[config.mk]
export PLATFORM = sky130hd
export DESIGN_NAME = master_rd_bridge_flat
export DESIGN_NICKNAME = d
export VERILOG_FILES = /design/src/rtl/master_rd_bridge_if.sv /design/src/rtl/master_rd_bridge.sv /design/src/flat_wrapper.sv
export SDC_FILE = /design/constraint.sdc
export NUM_CORES = 1
export LEC_CHECK = 0
export ABC_AREA = 0
export CAP_MARGIN = 15
export CORE_MARGIN = 10
export CORE_UTILIZATION = 55
export DETAILED_ROUTE_END_ITERATION = 8
export HOLD_SLACK_MARGIN = 0.05
export PLACE_DENSITY = 0.85
export SLEW_MARGIN = 20
export SYNTH_ARGS = -nofsm -noshare
export SYNTH_HDL_FRONTEND = slang
export SYNTH_SLANG_ARGS = --single-unit
[constraint.sdc]
create_clock -name clk -period 8.1 [get_ports clk]
set_input_delay 1.62 -clock clk [delete_from_list [all_inputs] [get_ports clk]]
set_output_delay 1.62 -clock clk [all_outputs]
set_load 0.005 [all_outputs]
[src/rtl/master_rd_bridge_if.sv]
`default_nettype none
// Bus bundle for master_rd_bridge: driver read port, memory request/response
// channels and status outputs. The bridge uses the slave view.
interface master_rd_bridge_if #(
  parameter int ADDR_W = 64,
  parameter int DATA_W = 64
);
  logic [ADDR_W-1:0] drv_addr;
  logic              drv_rd;
  logic              drv_busy;
  logic [DATA_W-1:0] drv_data;
  logic              drv_data_val;
  logic              mem_req_val;
  logic [ADDR_W-1:0] mem_req_addr;
  logic              mem_req_rdy;
  logic              mem_rsp_val;
  logic [DATA_W-1:0] mem_rsp_data;
  logic [3:0]        outstanding;
  logic              err_overflow;
  logic              err_unexp;

  modport slave (
    input  drv_addr, drv_rd, mem_req_rdy, mem_rsp_val, mem_rsp_data,
    output drv_busy, drv_data, drv_data_val, mem_req_val, mem_req_addr,
           outstanding, err_overflow, err_unexp
  );

  modport master (
    output drv_addr, drv_rd, mem_req_rdy, mem_rsp_val, mem_rsp_data,
    input  drv_busy, drv_data, drv_data_val, mem_req_val, mem_req_addr,
           outstanding, err_overflow, err_unexp
  );
endinterface
`default_nettype wire

[src/rtl/master_rd_bridge.sv]
`default_nettype none
// Read-request bridge: queues single-cycle driver read strobes, issues them to
// memory with valid/ready, bounds outstanding reads and returns data in order.
module master_rd_bridge #(
  parameter int ADDR_W  = 64,
  parameter int DATA_W  = 64,
  parameter int DEPTH   = 4,
  parameter int MAX_OUT = 4
) (
  input  wire logic           clk,
  input  wire logic           reset,
  master_rd_bridge_if.slave   bus
);
  localparam int PW = $clog2(DEPTH);
  localparam int CW = $clog2(DEPTH) + 1;

  logic [ADDR_W-1:0] fifo_q [DEPTH];
  logic [PW-1:0]     wr_ptr_q, wr_ptr_d;
  logic [PW-1:0]     rd_ptr_q, rd_ptr_d;
  logic [CW-1:0]     count_q, count_d;
  logic [3:0]        out_q, out_d;
  logic [DATA_W-1:0] data_q, data_d;
  logic              data_val_q, data_val_d;
  logic              err_ovf_q, err_ovf_d;
  logic              err_unexp_q, err_unexp_d;

  logic full, push, pop, req_val, rsp_ok;

  assign full    = (count_q == CW'(DEPTH));
  assign push    = bus.drv_rd && !full;
  assign req_val = (count_q != '0) && (out_q < 4'(MAX_OUT));
  assign pop     = req_val && bus.mem_req_rdy;
  // A response with nothing in flight is a protocol error and is not forwarded.
  assign rsp_ok  = bus.mem_rsp_val && (out_q != 4'd0);

  always_comb begin
    wr_ptr_d    = wr_ptr_q;
    rd_ptr_d    = rd_ptr_q;
    count_d     = count_q;
    out_d       = out_q;
    data_d      = data_q;
    data_val_d  = 1'b0;
    err_ovf_d   = err_ovf_q;
    err_unexp_d = err_unexp_q;

    if (push) wr_ptr_d = wr_ptr_q + PW'(1);
    if (pop)  rd_ptr_d = rd_ptr_q + PW'(1);

    if (push && !pop)      count_d = count_q + CW'(1);
    else if (!push && pop) count_d = count_q - CW'(1);

    if (pop && !rsp_ok)      out_d = out_q + 4'd1;
    else if (!pop && rsp_ok) out_d = out_q - 4'd1;

    if (rsp_ok) begin
      data_d     = bus.mem_rsp_data;
      data_val_d = 1'b1;
    end

    if (bus.drv_rd && full)                     err_ovf_d   = 1'b1;
    if (bus.mem_rsp_val && (out_q == 4'd0))     err_unexp_d = 1'b1;
  end

  always_ff @(posedge clk or negedge reset) begin
    if (!reset) begin
      wr_ptr_q    <= '0;
      rd_ptr_q    <= '0;
      count_q     <= '0;
      out_q       <= 4'd0;
      data_q      <= '0;
      data_val_q  <= 1'b0;
      err_ovf_q   <= 1'b0;
      err_unexp_q <= 1'b0;
    end else begin
      wr_ptr_q    <= wr_ptr_d;
      rd_ptr_q    <= rd_ptr_d;
      count_q     <= count_d;
      out_q       <= out_d;
      data_q      <= data_d;
      data_val_q  <= data_val_d;
      err_ovf_q   <= err_ovf_d;
      err_unexp_q <= err_unexp_d;
    end
  end

  // Storage needs no reset: the address output is gated by the entry count.
  always_ff @(posedge clk) begin
    if (push) fifo_q[wr_ptr_q] <= bus.drv_addr;
  end

  assign bus.drv_busy     = full;
  assign bus.drv_data     = data_q;
  assign bus.drv_data_val = data_val_q;
  assign bus.mem_req_val  = req_val;
  assign bus.mem_req_addr = (count_q != '0) ? fifo_q[rd_ptr_q] : '0;
  assign bus.outstanding  = out_q;
  assign bus.err_overflow = err_ovf_q;
  assign bus.err_unexp    = err_unexp_q;
endmodule
`default_nettype wire

[src/flat_wrapper.sv]
// flat-port wrapper written by rule: the top's interface ports become plain ports
module master_rd_bridge_flat 
#(
  parameter int ADDR_W  = 64,
  parameter int DATA_W  = 64,
  parameter int DEPTH   = 4,
  parameter int MAX_OUT = 4
)
  (clk, reset, bus_drv_addr, bus_drv_rd, bus_mem_req_rdy, bus_mem_rsp_val, bus_mem_rsp_data, bus_drv_busy, bus_drv_data, bus_drv_data_val, bus_mem_req_val, bus_mem_req_addr, bus_outstanding, bus_err_overflow, bus_err_unexp);
  master_rd_bridge_if #(.ADDR_W(ADDR_W), .DATA_W(DATA_W)) bus_i ();
  input  wire logic clk;
  input  wire logic reset;
  input wire logic [$bits(bus_i.drv_addr)-1:0] bus_drv_addr;
  input wire logic [$bits(bus_i.drv_rd)-1:0] bus_drv_rd;
  input wire logic [$bits(bus_i.mem_req_rdy)-1:0] bus_mem_req_rdy;
  input wire logic [$bits(bus_i.mem_rsp_val)-1:0] bus_mem_rsp_val;
  input wire logic [$bits(bus_i.mem_rsp_data)-1:0] bus_mem_rsp_data;
  output wire logic [$bits(bus_i.drv_busy)-1:0] bus_drv_busy;
  output wire logic [$bits(bus_i.drv_data)-1:0] bus_drv_data;
  output wire logic [$bits(bus_i.drv_data_val)-1:0] bus_drv_data_val;
  output wire logic [$bits(bus_i.mem_req_val)-1:0] bus_mem_req_val;
  output wire logic [$bits(bus_i.mem_req_addr)-1:0] bus_mem_req_addr;
  output wire logic [$bits(bus_i.outstanding)-1:0] bus_outstanding;
  output wire logic [$bits(bus_i.err_overflow)-1:0] bus_err_overflow;
  output wire logic [$bits(bus_i.err_unexp)-1:0] bus_err_unexp;
  assign bus_i.drv_addr = bus_drv_addr;
  assign bus_i.drv_rd = bus_drv_rd;
  assign bus_i.mem_req_rdy = bus_mem_req_rdy;
  assign bus_i.mem_rsp_val = bus_mem_rsp_val;
  assign bus_i.mem_rsp_data = bus_mem_rsp_data;
  assign bus_drv_busy = bus_i.drv_busy;
  assign bus_drv_data = bus_i.drv_data;
  assign bus_drv_data_val = bus_i.drv_data_val;
  assign bus_mem_req_val = bus_i.mem_req_val;
  assign bus_mem_req_addr = bus_i.mem_req_addr;
  assign bus_outstanding = bus_i.outstanding;
  assign bus_err_overflow = bus_i.err_overflow;
  assign bus_err_unexp = bus_i.err_unexp;
  master_rd_bridge #(.ADDR_W(ADDR_W), .DATA_W(DATA_W), .DEPTH(DEPTH), .MAX_OUT(MAX_OUT)) u_core (.clk(clk), .reset(reset), .bus(bus_i));
endmodule
# Word-level counts from Yosys, hierarchy flattened
# Memory sizes are Yosys's and may differ from the RTL's.
# Cells that the tools add are included.
[word_totals]
n_memories = 1
register_bits = 78
output_inout_bits = 137
in_bits = 133
ramBits = 256
[mem_list]
columns = ["name", "words", "word_bits", "rd", "rd_clocked_by_memory_dff", "write_ports", "line", "text"]
rows = [
  ["u_core.fifo_q", 4, 64, 1, 0, 1, "master_rd_bridge.sv:17", "logic [ADDR_W-1:0] fifo_q [DEPTH];"],
]
[classes]
eq_ne = 1
n_reduce_logical = 19
order_cmp = 1
mux = 8
add_sub_neg = 6
[op_table]
columns = ["cell", "count"]
rows = [
  ["$mux 64", 1],
  ["$logic_and 1x1->1", 10],
  ["$mux 4", 2],
  ["$mux 3", 2],
  ["$add 2x1->2 const B", 2],
  ["$add 4x1->4 const B", 1],
  ["$logic_not 1->1", 4],
  ["$logic_not 4->1", 1],
  ["$lt 4x3->1 const B", 1],
  ["$reduce_bool 2->1", 2],
  ["$reduce_bool 4->1", 1],
  ["$sub 4x1->4 const B", 1],
  ["$add 3x1->3 const B", 1],
  ["$eq 3x3->1 const B", 1],
  ["$mux 1", 3],
  ["$reduce_bool 3->1", 1],
  ["$sub 3x1->3 const B", 1],
]

# Longest topological paths before layout
[depth]
ltp_word = 7
ltp_mapped = 10
mapped_depth_nobuf = 9

# Least setup slack after synthesis
# No wires, ideal clock.
[synth_timing]
kind = "in2reg"
start = "in bus_drv_rd"
end = "mem u_core.fifo_q[0][0], enable pin"
required_ps = 7671
setup_slack_ps = 4178
setup_ps = 429
t_arrival_ps = 3493
path_stages = 3
path_cell_list = "nor2b_1 -> clkbuf_1 -> and2_1"
[synth_between]
elab_chain_cells = 3
[synth_lines]
columns = ["item", "line", "text"]
rows = [
  ["start: declaration", "flat_wrapper.sv:14", "input wire logic [$bits(bus_i.drv_rd)-1:0] bus_drv_rd;"],
  ["$logic_and 1x1->1", "master_rd_bridge.sv:30", "assign push = bus.drv_rd && !full;"],
  ["named net u_core.push", "master_rd_bridge.sv:27", "logic full, push, pop, req_val, rsp_ok;"],
  ["$mux 1", "master_rd_bridge.sv:88", "if (push) fifo_q[wr_ptr_q] <= bus.drv_addr;"],
  ["$mux 1 (implied by the code)", "master_rd_bridge.sv:88", ""],
  ["end: declaration", "master_rd_bridge.sv:17", ""],
]
# The timed path passes the listed nets, and every way through them passes these cells.

# Worst setup path in the final report
[layout_timing]
start = "reg u_core.rd_ptr_q[0]"
end = "out bus_mem_req_addr[37]"
[layout_between]
elab_chain_cells = 2
[layout_lines]
columns = ["item", "line", "text"]
rows = [
  ["start: declaration", "master_rd_bridge.sv:19", "logic [PW-1:0] rd_ptr_q, rd_ptr_d;"],
  ["start signal: assignment", "master_rd_bridge.sv:76", "rd_ptr_q <= rd_ptr_d;"],
  ["$mem_v2 4x64", "-", ""],
  ["$mux 64", "master_rd_bridge.sv:95", "assign bus.mem_req_addr = (count_q != '0) ? fifo_q[rd_ptr_q] : '0;"],
  ["end: declaration", "flat_wrapper.sv:22", "output wire logic [$bits(bus_i.mem_req_addr)-1:0] bus_mem_req_addr;"],
]
# Every way passes these cells.

==> impl_metrics.csv <==
group,metric,value,unit
run_status,outcome,"finished, final reports clean",
critical_path,arrival,3.32,ns
logic_synthesis,ys_types,34,
global_route,grt_first_pass_wirelength,43300,um
route,ant_nets,0,
cts,clkTransAtPathRegs,0.06,ns
critical_path,crit_path_start_kind,"register",
sta,slew_headroom,34.4,%
placed_design,placed_cell_area,15800,um^2
cts,cts_resized,0,
cts,cts_num_sinks,334,
power_and_ir_drop,p_leak,5.85,nW
cts,cts_buffers,35,
logic_synthesis,syn_avg_cell_area,20.9,um^2
route,post-route-drc-count,0,
sta,period_share,61.0,%
sta,maxSlewViolCount,0,
logic_synthesis,synth_async_sr_flop_share,23.4,%
route,dr.pass1.iters,4,
cells_and_area,finalInstanceArea,16800,um^2
power_and_ir_drop,power_density,357,nW/um^2
placed_design,portBuffers,269,
critical_path,worstPathRequired,6.48,ns
critical_path,end_kind,"primary output",
route,num_vias,6631,
logic_synthesis,syn_inst,614,
route,avgRoutedWirePerCell,22.6,um
sta,hold_viol,0,
power_and_ir_drop,total_power,6.01,mW
logic_synthesis,syn_nets,757,
floorplanning,dieArea,29900,um^2
sta,hold_slack,0.457,ns
logic_synthesis,synth_area_leaders,"edfxtp_1, dfrtp_1, mux4_2",
cts,ctsHoldBuffers,0,
cells_and_area,drive_gt1_share,16.2,%
critical_path,critical_path.max_fanout,36,
floorplanning,io_pins,270,
cts,cts_buffer_depth,3,
cts,cts_tree,"built",
floorplanning,die_h,173,um
cts,cts-root-buf,"clkbuf_16",
placed_design,placedCellCount,1173,
sta,grt_setup_unrepaired,"false",
route,avgViaCountPerCell,5.36,
logic_synthesis,syn_area,12800,um^2
floorplanning,die-width,173,um
floorplanning,initial_core_util,56.4,%
flow_run,maxCapViolations,0,
critical_path,path_class,"reg -> out",
sta,setup_tns,0,ns
cts,clk_latency,0.50,ns
cts,post-cts-setup-buffers,0,
worst_hold_path,min_path_type,"reg -> reg",
cells_and_area,area_growth,31.1,%
floorplanning,rows,55,
global_route,grt_pass1_vias,7198,
logic_synthesis,synth.most_common_cell,"edfxtp_1",
sta,setup-violations-final,0,
logic_synthesis,synth-seq-cells,334,
logic_synthesis,synth_top_area_share,59.8,%
route,wl,27900,um
critical_path,crit_chain,"buf_4 > mux4_2 > and2_1 > clkdlybuf4s50_1",
critical_path,critPathSlowestCell,"dfrtp_4",
power_and_ir_drop,vdd_ir_drop_max,0.280,mV
logic_synthesis,synth_edf_count,256,
floorplanning,coreArea,22800,um^2
placed_design,gp_congestion,0.764,
logic_synthesis,ys_top_cells_by_count,"edfxtp_1, dfrtp_1, and2_1",
cells_and_area,final_cells,1237,
sta,fmax,0.203,GHz
cts,htreeDepth,2,
global_route,grt_max_degree,79,
logic_synthesis,synth_warnings,0,
global_route,grt_use_total,18.5,%
sta,fin_worst_skew,0.0212,ns
cells_and_area,nNetsFinal,1040,
logic_synthesis,yosysSeqAreaShare,75.0,%
sta,tightest_slew,0.983,ns
critical_path,cpPeakStageDelay,0.84,ns
global_route,antenna_found_initial,2,
logic_synthesis,synth_flop_cell,"edfxtp_1",
placed_design,hpwl,18200,um
route,drt_iter0_markers,427,
logic_synthesis,yosysTopAreaCell,"edfxtp_1",
sta,finalWorstPathRequiredPeriod,4.94,ns
global_route,grt_overflow,0,
-- cell usage in the layout (no fill, tap or decap), types with 2 or more instances in the layout --
master / n
clkbuf_8: 2
nand3_1: 3
diode_2: 2
dfrtp_1: 76
buf_4: 8
ha_1: 8
o211ai_1: 2
nor2_1: 3
clkbuf_16: 35
mux4_2: 64
clkdlybuf4s50_1: 268
clkbuf_1: 14
xnor2_1: 6
mux2_1: 41
edfxtp_1: 256
and2_2: 4
inv_1: 6
mux2_2: 26
a21oi_1: 2
fa_1: 2
nand2_1: 2
and2_1: 65
clkinv_1: 6
xor2_1: 2
clkinv_2: 3
-- layout make-up --
type | instances | area, um^2
timing repair buffer | 276 | 2740
clock inverter | 11 | 53.8
sequential | 334 | 9640
clock buffer | 51 | 956
multi-input combinational | 244 | 3030
fill | 1310 | 5930
tap | 313 | 392
antenna | 2 | 5.00
inverter | 6 | 22.5
-- state kept, by name, summed over array words and instances, names as in the netlist --
register	flops
u_core.bus.drv_data	64
u_core.bus.drv_data_val	1
u_core.bus.err_overflow	1
u_core.bus.err_unexp	1
u_core.bus.outstanding	4
u_core.count_q	3
u_core.fifo_q	256
u_core.rd_ptr_q	2
u_core.wr_ptr_q	2
-- worst paths after layout --
kind / to / cells past startpoint / slack (ns) / start
min in group asynchronous: u_core.bus.drv_data[41] / 1 / 1.27 / reset
worst max register to register: u_core.bus.outstanding[3] / 9 / 5.09 / u_core.count_q[1]
worst max-delay path: bus_mem_req_addr[37] / 4 / 3.16 / u_core.rd_ptr_q[0]
max in group asynchronous: u_core.rd_ptr_q[0] / 1 / 6.10 / reset
worst min register to register: u_core.bus.err_overflow / 1 / 0.46 / u_core.bus.err_overflow
worst min-delay path: u_core.bus.err_overflow / 1 / 0.46 / u_core.bus.err_overflow
-- metrics by stage --
| stage | setup WS [ns] | utilization, % |
|---|---|---|
| floorplan | 4.18 | - |
| global placement | 3.63 | 69.5 |
| detailed placement | 3.60 | 69.5 |
| CTS | 3.06 | 73.9 |
| global route | 2.91 | 73.9 |
| finish | 3.16 | 74.0 |
-- kinds of logic (layout without fill, tap and decap cells) --
family | after synthesis | count (layout) | synth area share (%)
flip-flops | 334 | 334 | 75.0
multiplexers | 132 | 132 | 17.2
AND/OR/NAND/NOR | 85 | 85 | 4.03
buffers and inverters | 36 | 344 | 1.54
adder cells (fa/ha/maj) | 10 | 10 | 1.09
AO/OA/AOI/OAI | 9 | 9 | 0.575
XOR/XNOR | 8 | 8 | 0.546
other | 0 | 2 | 0
-- report_power, final --
group          internal [mW]  switching (mW)  total (mW)
Combinational           1.28           0.848        2.12
Clock                  0.818           0.603        1.42
Sequential              2.28           0.191        2.47
Total                   4.37            1.64        6.01
-- per-layer routing --
metal,wire [um],up-vias,track usage (%)
li1,-,2976,-
met1,11000,3361,23.5
met2,14200,253,30.7
met3,2140,41,5.45
met4,547,0,4.78
met5,0,-,0
-- worst max-delay path: cells and delay by family (launching register included) --
family | cells | cell delay [ns]
flip-flops | 1 | 0.84
buffers and inverters | 2 | 1.15
multiplexers | 1 | 0.59
AND/OR/NAND/NOR | 1 | 0.18
(Power assumes the default switching activity.)
